File: src/rtl/hazard_pkg.sv
// Shared types and constants for the hazard unit: multi-cycle FSM states
// and the operand-forward select encoding.
package hazard_pkg;

  typedef enum logic {
    IDLE,
    MC_BUSY
  } mc_state_e;

  localparam logic [1:0] FWD_RF = 2'b00;
  localparam logic [1:0] FWD_W  = 2'b01;
  localparam logic [1:0] FWD_M  = 2'b10;

endpackage

File: src/rtl/hazard_mc_timer.sv
// Multi-cycle execute tracker: holds an op in E for MC_LAT cycles and
// freezes completely while the memory stage is waiting.
module hazard_mc_timer
  import hazard_pkg::*;
#(
  parameter int MC_LAT = 4
) (
  input  logic clk,
  input  logic reset,
  input  logic start,
  input  logic freeze,
  output logic busy,
  output logic stall
);

  localparam int CW = $clog2(MC_LAT);
  // The start cycle is the first of the MC_LAT, and the zero-count cycle is the last.
  localparam logic [CW-1:0] LOAD = CW'(MC_LAT - 2);

  mc_state_e state;
  logic [CW-1:0] count;

  always_ff @(posedge clk) begin
    if (reset) begin
      state <= IDLE;
      count <= '0;
    end else if (!freeze) begin
      case (state)
        IDLE: begin
          if (start) begin
            state <= MC_BUSY;
            count <= LOAD;
          end
        end
        MC_BUSY: begin
          if (count != '0) count <= count - CW'(1);
          else             state <= IDLE;
        end
        default: state <= IDLE;
      endcase
    end
  end

  assign stall = !freeze && ((state == IDLE && start) || (state == MC_BUSY && count != '0));
  assign busy  = (state == MC_BUSY) || (state == IDLE && start && !freeze);

endmodule

File: src/rtl/hazard_mc.sv
// Pipeline hazard unit: operand forwarding, load-use and branch handling,
// memory-wait and multi-cycle-op stalls, plus a saturating stall counter.
module hazard_mc
  import hazard_pkg::*;
#(
  parameter int REG_AW = 4,
  parameter int PC_IDX = 15,
  parameter int MC_LAT = 4,
  parameter int BP_EN  = 1,
  parameter int CNT_W  = 32
) (
  input  logic              CLK,
  input  logic              Reset,
  input  logic [REG_AW-1:0] RA1D,
  input  logic [REG_AW-1:0] RA2D,
  input  logic [REG_AW-1:0] RA1E,
  input  logic [REG_AW-1:0] RA2E,
  input  logic [REG_AW-1:0] WA3E,
  input  logic              MemtoRegE,
  input  logic              RegWriteE,
  input  logic              PCSrcE,
  input  logic              MCStartE,
  input  logic [REG_AW-1:0] WA3M,
  input  logic [REG_AW-1:0] RA2M,
  input  logic              RegWriteM,
  input  logic              MemWriteM,
  input  logic              MemtoRegM,
  input  logic              MemReadyM,
  input  logic [REG_AW-1:0] WA3W,
  input  logic              RegWriteW,
  input  logic              MemtoRegW,
  output logic              StallF,
  output logic              StallD,
  output logic              StallE,
  output logic              StallM,
  output logic              FlushD,
  output logic              FlushE,
  output logic              FlushM,
  output logic              FlushW,
  output logic [1:0]        ForwardAE,
  output logic [1:0]        ForwardBE,
  output logic              ForwardM,
  output logic              BusyMC,
  output logic [CNT_W-1:0]  StallCnt
);

  localparam logic [REG_AW-1:0] PC = REG_AW'(PC_IDX);

  logic mem_wait, mc_stall, mc_busy, branch, ldr_raw, ldr_stall;

  assign mem_wait = !MemReadyM && (MemtoRegM || MemWriteM);

  hazard_mc_timer #(.MC_LAT(MC_LAT)) u_timer (
    .clk   (CLK),
    .reset (Reset),
    .start (MCStartE),
    .freeze(mem_wait),
    .busy  (mc_busy),
    .stall (mc_stall)
  );

  // Lower-priority hazards are masked so they never flush a stage that a higher one holds.
  assign branch    = PCSrcE && !mem_wait && !mc_busy;
  assign ldr_raw   = (RA1D == WA3E || RA2D == WA3E) && MemtoRegE && RegWriteE && !PCSrcE;
  assign ldr_stall = ldr_raw && !mem_wait && !mc_stall;

  always_comb begin
    StallF = 1'b0;
    StallD = 1'b0;
    StallE = 1'b0;
    StallM = 1'b0;
    FlushD = 1'b1;
    FlushE = 1'b1;
    FlushM = 1'b1;
    FlushW = 1'b1;
    BusyMC = 1'b0;
    if (!Reset) begin
      StallF = mem_wait || mc_stall || ldr_stall;
      StallD = mem_wait || mc_stall || ldr_stall;
      StallE = mem_wait || mc_stall;
      StallM = mem_wait;
      FlushD = branch;
      FlushE = ldr_stall || (branch && BP_EN == 0);
      FlushM = mc_stall;
      FlushW = mem_wait;
      BusyMC = mc_busy;
    end
  end

  // M has priority over W; the PC register always comes from the register file.
  always_comb begin
    ForwardAE = FWD_RF;
    ForwardBE = FWD_RF;
    if (!Reset && RA1E != PC) begin
      if (RegWriteM && RA1E == WA3M)      ForwardAE = FWD_M;
      else if (RegWriteW && RA1E == WA3W) ForwardAE = FWD_W;
    end
    if (!Reset && RA2E != PC) begin
      if (RegWriteM && RA2E == WA3M)      ForwardBE = FWD_M;
      else if (RegWriteW && RA2E == WA3W) ForwardBE = FWD_W;
    end
  end

  assign ForwardM = !Reset && (RA2M == WA3W) && MemWriteM && MemtoRegW && RegWriteW && (RA2M != PC);

  always_ff @(posedge CLK) begin
    if (Reset)                              StallCnt <= '0;
    else if (StallF && StallCnt != '1)      StallCnt <= StallCnt + CNT_W'(1);
  end

endmodule

File: config.mk
export PLATFORM = sky130hd
export DESIGN_NAME = hazard_mc
export DESIGN_NICKNAME = d
export VERILOG_FILES = /design/src/rtl/hazard_pkg.sv /design/src/rtl/hazard_mc_timer.sv /design/src/rtl/hazard_mc.sv
export SDC_FILE = /design/constraint.sdc
export NUM_CORES = 1
export LEC_CHECK = 0
export ABC_AREA = 0
export ABC_CLOCK_PERIOD_IN_PS = 5200
export CORE_ASPECT_RATIO = 1.1
export CORE_MARGIN = 2
export CORE_UTILIZATION = 40
export DETAILED_ROUTE_END_ITERATION = 6
export HOLD_SLACK_MARGIN = 0.15
export PLACE_DENSITY_LB_ADDON = 0.2
export SETUP_SLACK_MARGIN = 0.3
export SLEW_MARGIN = 25
export SYNTH_ARGS = -nofsm -noshare
export SYNTH_HDL_FRONTEND = slang
export SYNTH_SLANG_ARGS = --single-unit
File: constraint.sdc
create_clock -name CLK -period 5.2 [get_ports CLK]
set_clock_uncertainty 0.1 [all_clocks]
set_input_delay 1.04 -clock CLK [delete_from_list [all_inputs] [get_ports CLK]]
set_output_delay 1.04 -clock CLK [all_outputs]
set_load 0.005 [all_outputs]
==> summary.md, run 1 <==
| Metric | Value |
|---|---|
| Nets | 416 |
| Status | completed |
| Post-layout minimum cycle time | 4.328 ns |
| Die height | 83.14 um |
| Vias per std cell | 5.493 |
| Combinational power share | 20.6% |
| Worst slew pin tran | 0.7876 ns |
| WP buf/inv | 3 |
| P per Cell Area | 197.5 nW/um^2 |
| Worst Path Class, Setup | input port to output port |
| Slew Limit Fails | 0 |
| CTS Buf Count | 5 |
| Resized cells post-CTS | 0 |
| Synth Flop Type | dfxtp_1 |
| CP Launch Point | WA3E[3] |
| Final Hold Vio Count | 0 |
| Ant diodes | 0 |
| Capture point of the worst path | StallD |
| Min-delay worst type | flop to flop |
| Switching share of power | 25.63% |
| Placer Congestion | 0.7721 |
| Seq pwr share | 42.3% |
| Synthesized area per cell | 8.018 um^2 |
| Worst-path maximum fanout | 6 |
| First-pass GRT wire length | 11000 um |
| Area added between synthesis and finish | 46.92% |
| Syn. warnings | 0 |
| CP dominant cell by count | clkdlybuf4s50_1 |
| Synth area leader | dfxtp_1 |
| Drt first-iter violations | 96 |
| Clock transition at path regs | 0.07 ns |
| Startpoint Class | input port |
| Share of cells above drive strength 1 | 5.391% |
| Initial antenna violation count | 0 |
| Largest net degree at the start of global routing | 33 |
| Final design utilization | 61.61% |
| Critical Path RT | 4.06 ns |
| Initial Util | 41.94% |
| Worst hold margin | 0.4019 ns |
| Io pins | 90 |
| GRT Overall Usage | 20.72% |
| Clock latency on the worst-skew pair | 0.29 ns |
| Largest stage delay on the critical path | 0.51 ns |
| Routed vias | 2450 |
| Critical path depth in cells | 7 |
| RSZ-0062 raised after global routing | false |
| Sw Pwr | 0.1693 mW |
| Grt ovf | 0 |
| Worst reg2reg path depth | 8 |
| Max transition margin | 47.49% |
| Routed WL | 6510 um |
| CTS max path bufs | 2 |
| Internal | 0.4914 mW |
| Async SR Flop Fraction | 0% |
| Dpl hpwl | 4946 um |
| Distinct cells, synth | 49 |
| Post-synthesis net count | 330 |
| Post-Syn Instances | 284 |
| WL per Instance | 14.60 um |
| Top cell type's share of synthesized area | 30.77% |
| Pleak | 1.093 nW |
| Mapped Area | 2277 um^2 |
| Worst reg2reg endpoint | StallCnt[10]$_SDFFE_PP0P_ |
| Post-DRT Antenna Nets | 0 |
| Setup tns final | 0 ns |
| Sink Count | 35 |
| Maximum vdd drop | 0.0001672 V |
| MaxCap Viol Count | 0 |
| Htree depth | 2 |
| Top cells by area, synth | dfxtp_1 (31%), xnor2_1 (10%), a21oi_1 (5.1%) |
| # DRC | 0 |
| Final Cycle Share | 83.23% |
| Slowest cell on crit path | clkdlybuf4s50_1 |
| Worst flop-to-flop path startpoint | StallCnt[0]$_SDFFE_PP0P_ |
| Fmax achieved | 0.2311 GHz |
| Crit end category | output port |
| Sequential share of the synthesized area | 30.77% |
| CTS tree | built |
| Die width | 75.94 um |
| # rows | 28 |
| Clock share of power | 37.1% |
| EDFF count, synth | 0 |
| Critical Path, Cell by Cell | clkdlybuf4s50_1, xnor2_1, nand4_1, a211oi_1, nor2_1, inv_1, clkdlybuf4s50_1 |
| Final setup violation count | 0 |
| Vias in the first global route | 2278 |
| Hold Buf Count CTS | 0 |
| Clk root buf | clkbuf_8 |
| Arr. time, crit path | 3.19 ns |
| Setup Fix Bufs, Post-CTS | 0 |
| Area of the core | 5430 um^2 |
| Die area | 6313 um^2 |
| DR pass1 iterations | 6 |
| Reg2reg setup slack | 2.49 ns |
| Cell family with most CP delay | buffers and inverters |
| Port Buffer Count | 89 |
| FF+latch count, synth | 35 |
[state kept, by name, summed over array words and instances, names as in the netlist]
signal	cells
u_timer.count	2
u_timer.state	1
StallCnt	32
[cell usage in the layout (no fill, tap or decap), drive strengths merged, types with 3 or more instances in the layout]
master | synthesis | routed
xnor2 | 26 | 26
a21oi | 23 | 23
inv | 9 | 9
or3 | 9 | 9
o21a | 8 | 8
or4 | 7 | 7
o31ai | 11 | 11
o41ai | 5 | 5
clkbuf | 5 | 5
or4b | 3 | 3
buf | 9 | 4
a21o | 4 | 4
o211ai | 3 | 3
and3 | 3 | 3
nor3 | 8 | 8
nor2 | 18 | 18
clkdlybuf4s50 | 0 | 89
o21ai | 12 | 12
nand3 | 20 | 20
and2 | 3 | 3
nand2 | 23 | 23
dfxtp | 35 | 35
nand4 | 11 | 11
and4 | 4 | 4
[cells by family after synthesis]
| family | synth area share, % |
|---|---|
| AND/OR/NAND/NOR | 29.83 |
| AO/OA/AOI/OAI | 21.43 |
| flip-flops | 30.77 |
| XOR/XNOR | 10.77 |
| buffers and inverters | 4.670 |
| multiplexers | 1.429 |
| adder cells (fa/ha/maj) | 1.099 |
[synthesized netlist by cell type, types with 4 or more instances]
| cell | instances |
|---|---|
| a21oi_1 | 23 |
| and4_1 | 4 |
| buf_2 | 7 |
| clkbuf_1 | 5 |
| dfxtp_1 | 35 |
| inv_1 | 9 |
| nand2_1 | 23 |
| nand3_1 | 19 |
| nand4_1 | 10 |
| nor2_1 | 18 |
| nor3_1 | 6 |
| o21a_1 | 8 |
| o21ai_1 | 10 |
| o31ai_1 | 11 |
| o41ai_1 | 5 |
| or3_1 | 9 |
| or4_1 | 7 |
| xnor2_1 | 26 |
[per-layer routing]
metal | GRT usage (%) | vias to the layer above | routed length, um
met5 | 0 | - | 0
met4 | 6.116 | 0 | 102
met3 | 4.348 | 10 | 357
met2 | 35.15 | 69 | 3082
met1 | 26.52 | 1143 | 2968
li1 | - | 1228 | -
[worst min path at each step]
| stage | depth (start not counted) | startpoint | slack (ns) | end |
|---|---|---|---|---|
| floorplan | 2 | u_timer.count[1]$_SDFFE_PP0P_ | 0.37 | u_timer.count[1]$_SDFFE_PP0P_ |
| global placement | 2 | u_timer.count[1]$_SDFFE_PP0P_ | 0.38 | u_timer.count[1]$_SDFFE_PP0P_ |
| detailed placement | 2 | StallCnt[13]$_SDFFE_PP0P_ | 0.39 | StallCnt[13]$_SDFFE_PP0P_ |
| CTS | 2 | StallCnt[13]$_SDFFE_PP0P_ | 0.41 | StallCnt[13]$_SDFFE_PP0P_ |
| global route | 2 | StallCnt[13]$_SDFFE_PP0P_ | 0.44 | StallCnt[13]$_SDFFE_PP0P_ |
| finish | 2 | StallCnt[13]$_SDFFE_PP0P_ | 0.40 | StallCnt[13]$_SDFFE_PP0P_ |
[power groups by stage]
stage               sequential (mW)  combinational (mW)  clock, mW
finish                        0.280               0.136      0.245
global route                  0.280               0.150      0.262
CTS                           0.279               0.137      0.250
detailed placement            0.285               0.137          0
global placement              0.285               0.133          0
floorplan                     0.284              0.0650          0
[metrics by stage]
step                      cells  setup WS, ns  total power [mW]  cell area (um^2)
after floorplan             284         1.796            0.3494              2277
after global placement      438        0.9434            0.4179              3226
after detailed placement    438        0.8405            0.4217              3233
after CTS                   446        0.8424            0.6665              3346
after global routing        446        0.6941            0.6926              3346
final                       446        0.8721            0.6607              3346
[layout make-up]
cell class / instances / area (um^2)
Clock buffer: 5 / 68.82
Clock inverter: 3 / 43.79
Fill cell: 508 / 2085
Inverter: 9 / 33.78
Multi-Input combinational cell: 226 / 1484
Sequential cell: 35 / 700.7
Tap cell: 75 / 93.84
Timing Repair Buffer: 93 / 920.9
[tightest hold or removal path: stages (launching register included)]
cell and delay [ns]:
dfxtp_1 0.33, o31ai_1 0.07, a21oi_1 0.06
(Power assumes the default switching activity.)
==> run 2: changes to the inputs <==
--- a/config.mk
+++ b/config.mk
@@ -6,7 +6,7 @@
 export NUM_CORES = 1
 export LEC_CHECK = 0
 export ABC_AREA = 0
-export ABC_CLOCK_PERIOD_IN_PS = 5200
+export ABC_CLOCK_PERIOD_IN_PS = 4300
 export CORE_ASPECT_RATIO = 1.1
 export CORE_MARGIN = 2
 export CORE_UTILIZATION = 40
==> constraint.sdc (replaced) <==
create_clock -name CLK -period 4.3 [get_ports CLK]
set_clock_uncertainty 0.1 [all_clocks]
set_input_delay 0.86 -clock CLK [delete_from_list [all_inputs] [get_ports CLK]]
set_output_delay 0.86 -clock CLK [all_outputs]
set_load 0.005 [all_outputs]
==> run 2 against run 1 <==
  * Clock power fell by 6%
  * Combinational power grew 20%
  * Critical endpoint is now StallF
  * Flip-flop and latch count stayed put
  * Via count up 0.16%
  * Final cell count decreased by 0.22%
  * Register-to-register slack got worse by 1.0 ns
==> summary.md, run 2 (synthesis gave the netlist of run 1 again) <==
| Metric | Value |
|---|---|
| GRT Overall Usage | 20.64% (-0.074 points) |
| Area of the core | 5430 um^2 (unchanged) |
| WP buf/inv | 3 (unchanged) |
| Drt first-iter violations | 103 (+7.3%) |
| Final setup violation count | 0 (unchanged) |
| Worst slew pin tran | 0.8050 ns (+0.01742 ns) |
| Status | completed |
| Sw Pwr | 0.1976 mW (+17%) |
| Max transition margin | 46.33% (-1.2 points) |
| WL per Instance | 14.31 um (-2.0%) |
| Most frequent cells in the layout | clkdlybuf4s50_1 (89), dfxtp_1 (35), xnor2_1 (26), nand2_1 (23), a21oi_1 (23) |
| Biggest register | StallCnt |
| DR pass1 iterations | 4 (-2) |
| Worst hold margin | 0.3956 ns (-0.006263 ns) |
| Clock transition at path regs | 0.07 ns (about the same) |
| P per Cell Area | 221.0 nW/um^2 (+12%) |
| Final Cycle Share | 87.10% |
| Die height | 83.14 um (unchanged) |
| Min-delay worst type | flop to flop |
| CTS max path bufs | 2 (unchanged) |
| Ant diodes | 0 (unchanged) |
| CP dominant cell by count | clkdlybuf4s50_1 |
| Hold_sp | StallCnt[1]$_SDFFE_PP0P_ |
| Placed cells | 437 (-0.23%) |
| Clock latency on the worst-skew pair | 0.28 ns (about the same) |
| Cell family with most CP delay | buffers and inverters |
| Initial Util | 41.94% (unchanged) |
| Pwr Total | 0.7310 mW (+11%) |
| Seq pwr share | 46.2% (+3.9 points) |
| Area added between synthesis and finish | 45.27% |
| Worst-path maximum fanout | 6 (unchanged) |
| Slew Limit Fails | 0 (unchanged) |
| Die width | 75.94 um (unchanged) |
| Worst reg2reg path depth | 8 (unchanged) |
| Worst hold endpoint | StallCnt[1]$_SDFFE_PP0P_ |
| Post-DRT Antenna Nets | 0 (unchanged) |
| # rows | 28 (unchanged) |
| Max reg flops | 32 (unchanged) |
| Critical Path, Cell by Cell | clkdlybuf4s50_1, xnor2_1, nand4_1, a211oi_2, nor2_1, inv_1, clkdlybuf4s50_1 |
| Worst reg2reg endpoint | StallCnt[12]$_SDFFE_PP0P_ |
| Placer Congestion | 0.7956 (+3.0%) |
| Io pins | 90 (unchanged) |
| Sink Count | 35 (unchanged) |
| Largest regs | StallCnt: 32 flops, u_timer.count: 2 flops, u_timer.state: 1 flops |
| Fmax achieved | 0.2670 GHz |
| Largest stage delay on the critical path | 0.51 ns (about the same) |
| Clk root buf | clkbuf_8 |
| Combinational power share | 22.3% (+1.7 points) |
| Arr. time, crit path | 2.79 ns (-0.40 ns) |
| Switching share of power | 27.03% (+1.4 points) |
| Port Buffer Count | 89 (unchanged) |
| Reg2reg setup slack | 1.45 ns (-1.04 ns) |
| RSZ-0062 raised after global routing | false |
| Largest net degree at the start of global routing | 35 (+6.1%) |
| Share of cells above drive strength 1 | 5.135% (-0.26 points) |
| Crit end category | output port |
| First-pass GRT wire length | 10950 um (-0.44%) |
| Pleak | 1.066 nW (-2.5%) |
| Nets | 415 (-0.24%) |
| CTS tree | built |
| Dpl hpwl | 4837 um (-2.2%) |
| Grt ovf | 0 (unchanged) |
| Die area | 6313 um^2 (unchanged) |
| Post-layout minimum cycle time | 3.745 ns |
| # DRC | 0 (unchanged) |
| Maximum vdd drop | 0.0001972 V (+18%) |
| Htree depth | 2 (unchanged) |
| Final design utilization | 60.92% (-0.69 points) |
| Vias per std cell | 5.515 (+0.39%) |
| CTS Buf Count | 5 (unchanged) |
| Setup tns final | 0 ns (unchanged) |
| Setup Fix Bufs, Post-CTS | 0 (unchanged) |
| Startpoint Class | input port |
| Vias in the first global route | 2265 (-0.57%) |
| Critical Path RT | 3.34 ns (-0.72 ns) |
| Routed vias | 2454 (+0.16%) |
| Fill cells | 517 (+1.8%) |
| Worst hold stages | 2 (unchanged) |
| Internal | 0.5334 mW (+8.6%) |
| Commonest non-fill, non-tap cell in the layout | clkdlybuf4s50_1 |
| MaxCap Viol Count | 0 (unchanged) |
| Clock share of power | 31.5% (-5.6 points) |
| Routed WL | 6368 um (-2.2%) |
| Slowest cell on crit path | clkdlybuf4s50_1 |
| Worst flop-to-flop path startpoint | StallCnt[0]$_SDFFE_PP0P_ |
| Initial antenna violation count | 0 (unchanged) |
| Final Hold Vio Count | 0 (unchanged) |
| Worst Path Class, Setup | input port to output port |
| Final non-filler cell total | 445 (-0.22%) |
==> run 2: worst reg2reg max path: stages (launching register included) <==
cell and delay [ns]:
dfxtp_1 0.39, ha_1 0.24, and2_1 0.22, and4_1 0.37, nand2_1 0.14, o22ai_2 0.61
buf_4 0.41, nor3_1 0.08, o21a_1 0.18
==> run 2: power groups by stage <==
stage | registers, mW | clock network (mW) | logic, mW
global route | 0.338 | 0.254 | 0.179
detailed placement | 0.345 | 0 | 0.163
CTS | 0.337 | 0.237 | 0.164
finish | 0.337 | 0.230 | 0.163
global placement | 0.345 | 0 | 0.160
floorplan | 0.344 | 0 | 0.0786
==> run 2: layout make-up <==
cell class	count	area [um^2]	share of cell area, %
repair buffers	92	913.4	27.61
multi-input cells	226	1481	44.78
clock inverters	2	12.51	0.3782
inverters	9	33.78	1.021
clock buffers	6	72.57	2.194
flip-flops and latches	35	700.7	21.18
well taps	75	93.84	2.837
==> run 2: per-layer routing <==
layer	wire, um	share of wire (%)	GRT usage [%]
met5	0	0	0
met4	104	1.6	5.289
met3	348	5.5	4.891
met2	3045	48	34.98
met1	2869	45	26.41
==> run 2: worst max path at each step <==
stage | start | end | slack (ns) | cells past startpoint
finish | WA3E[0] | StallF | 0.55 | 7
global route | WA3E[0] | StallF | 0.39 | 7
CTS | WA3E[0] | StallF | 0.44 | 7
detailed placement | WA3E[0] | StallF | 0.45 | 7
global placement | WA3E[0] | StallD | 0.47 | 7
floorplan | MemtoRegM | StallF | 1.26 | 6
==> run 2: timing repair <==
action / CTS / global route
endpoints found under the setup margin: 0 / 2
gates resized for setup: 0 / 1
hold buffers: 0 / 0
==> run 2: through the flow <==
step           area [um^2]  setup WS, ns
3_5_place_dp          3218        0.4475
6_report              3308        0.5546
2_1_floorplan         2277         1.256
5_1_grt               3308        0.3857
3_3_place_gp          3218        0.4733
4_1_cts               3303        0.4392
==> run 3: changes to the inputs <==
--- a/config.mk
+++ b/config.mk
@@ -7,6 +7,7 @@
 export LEC_CHECK = 0
 export ABC_AREA = 0
 export ABC_CLOCK_PERIOD_IN_PS = 4300
+export CAP_MARGIN = 20
 export CORE_ASPECT_RATIO = 1.1
 export CORE_MARGIN = 2
 export CORE_UTILIZATION = 40
==> results of run 3 <==
Final layout, timing and power as in run 2 (identical DEF).
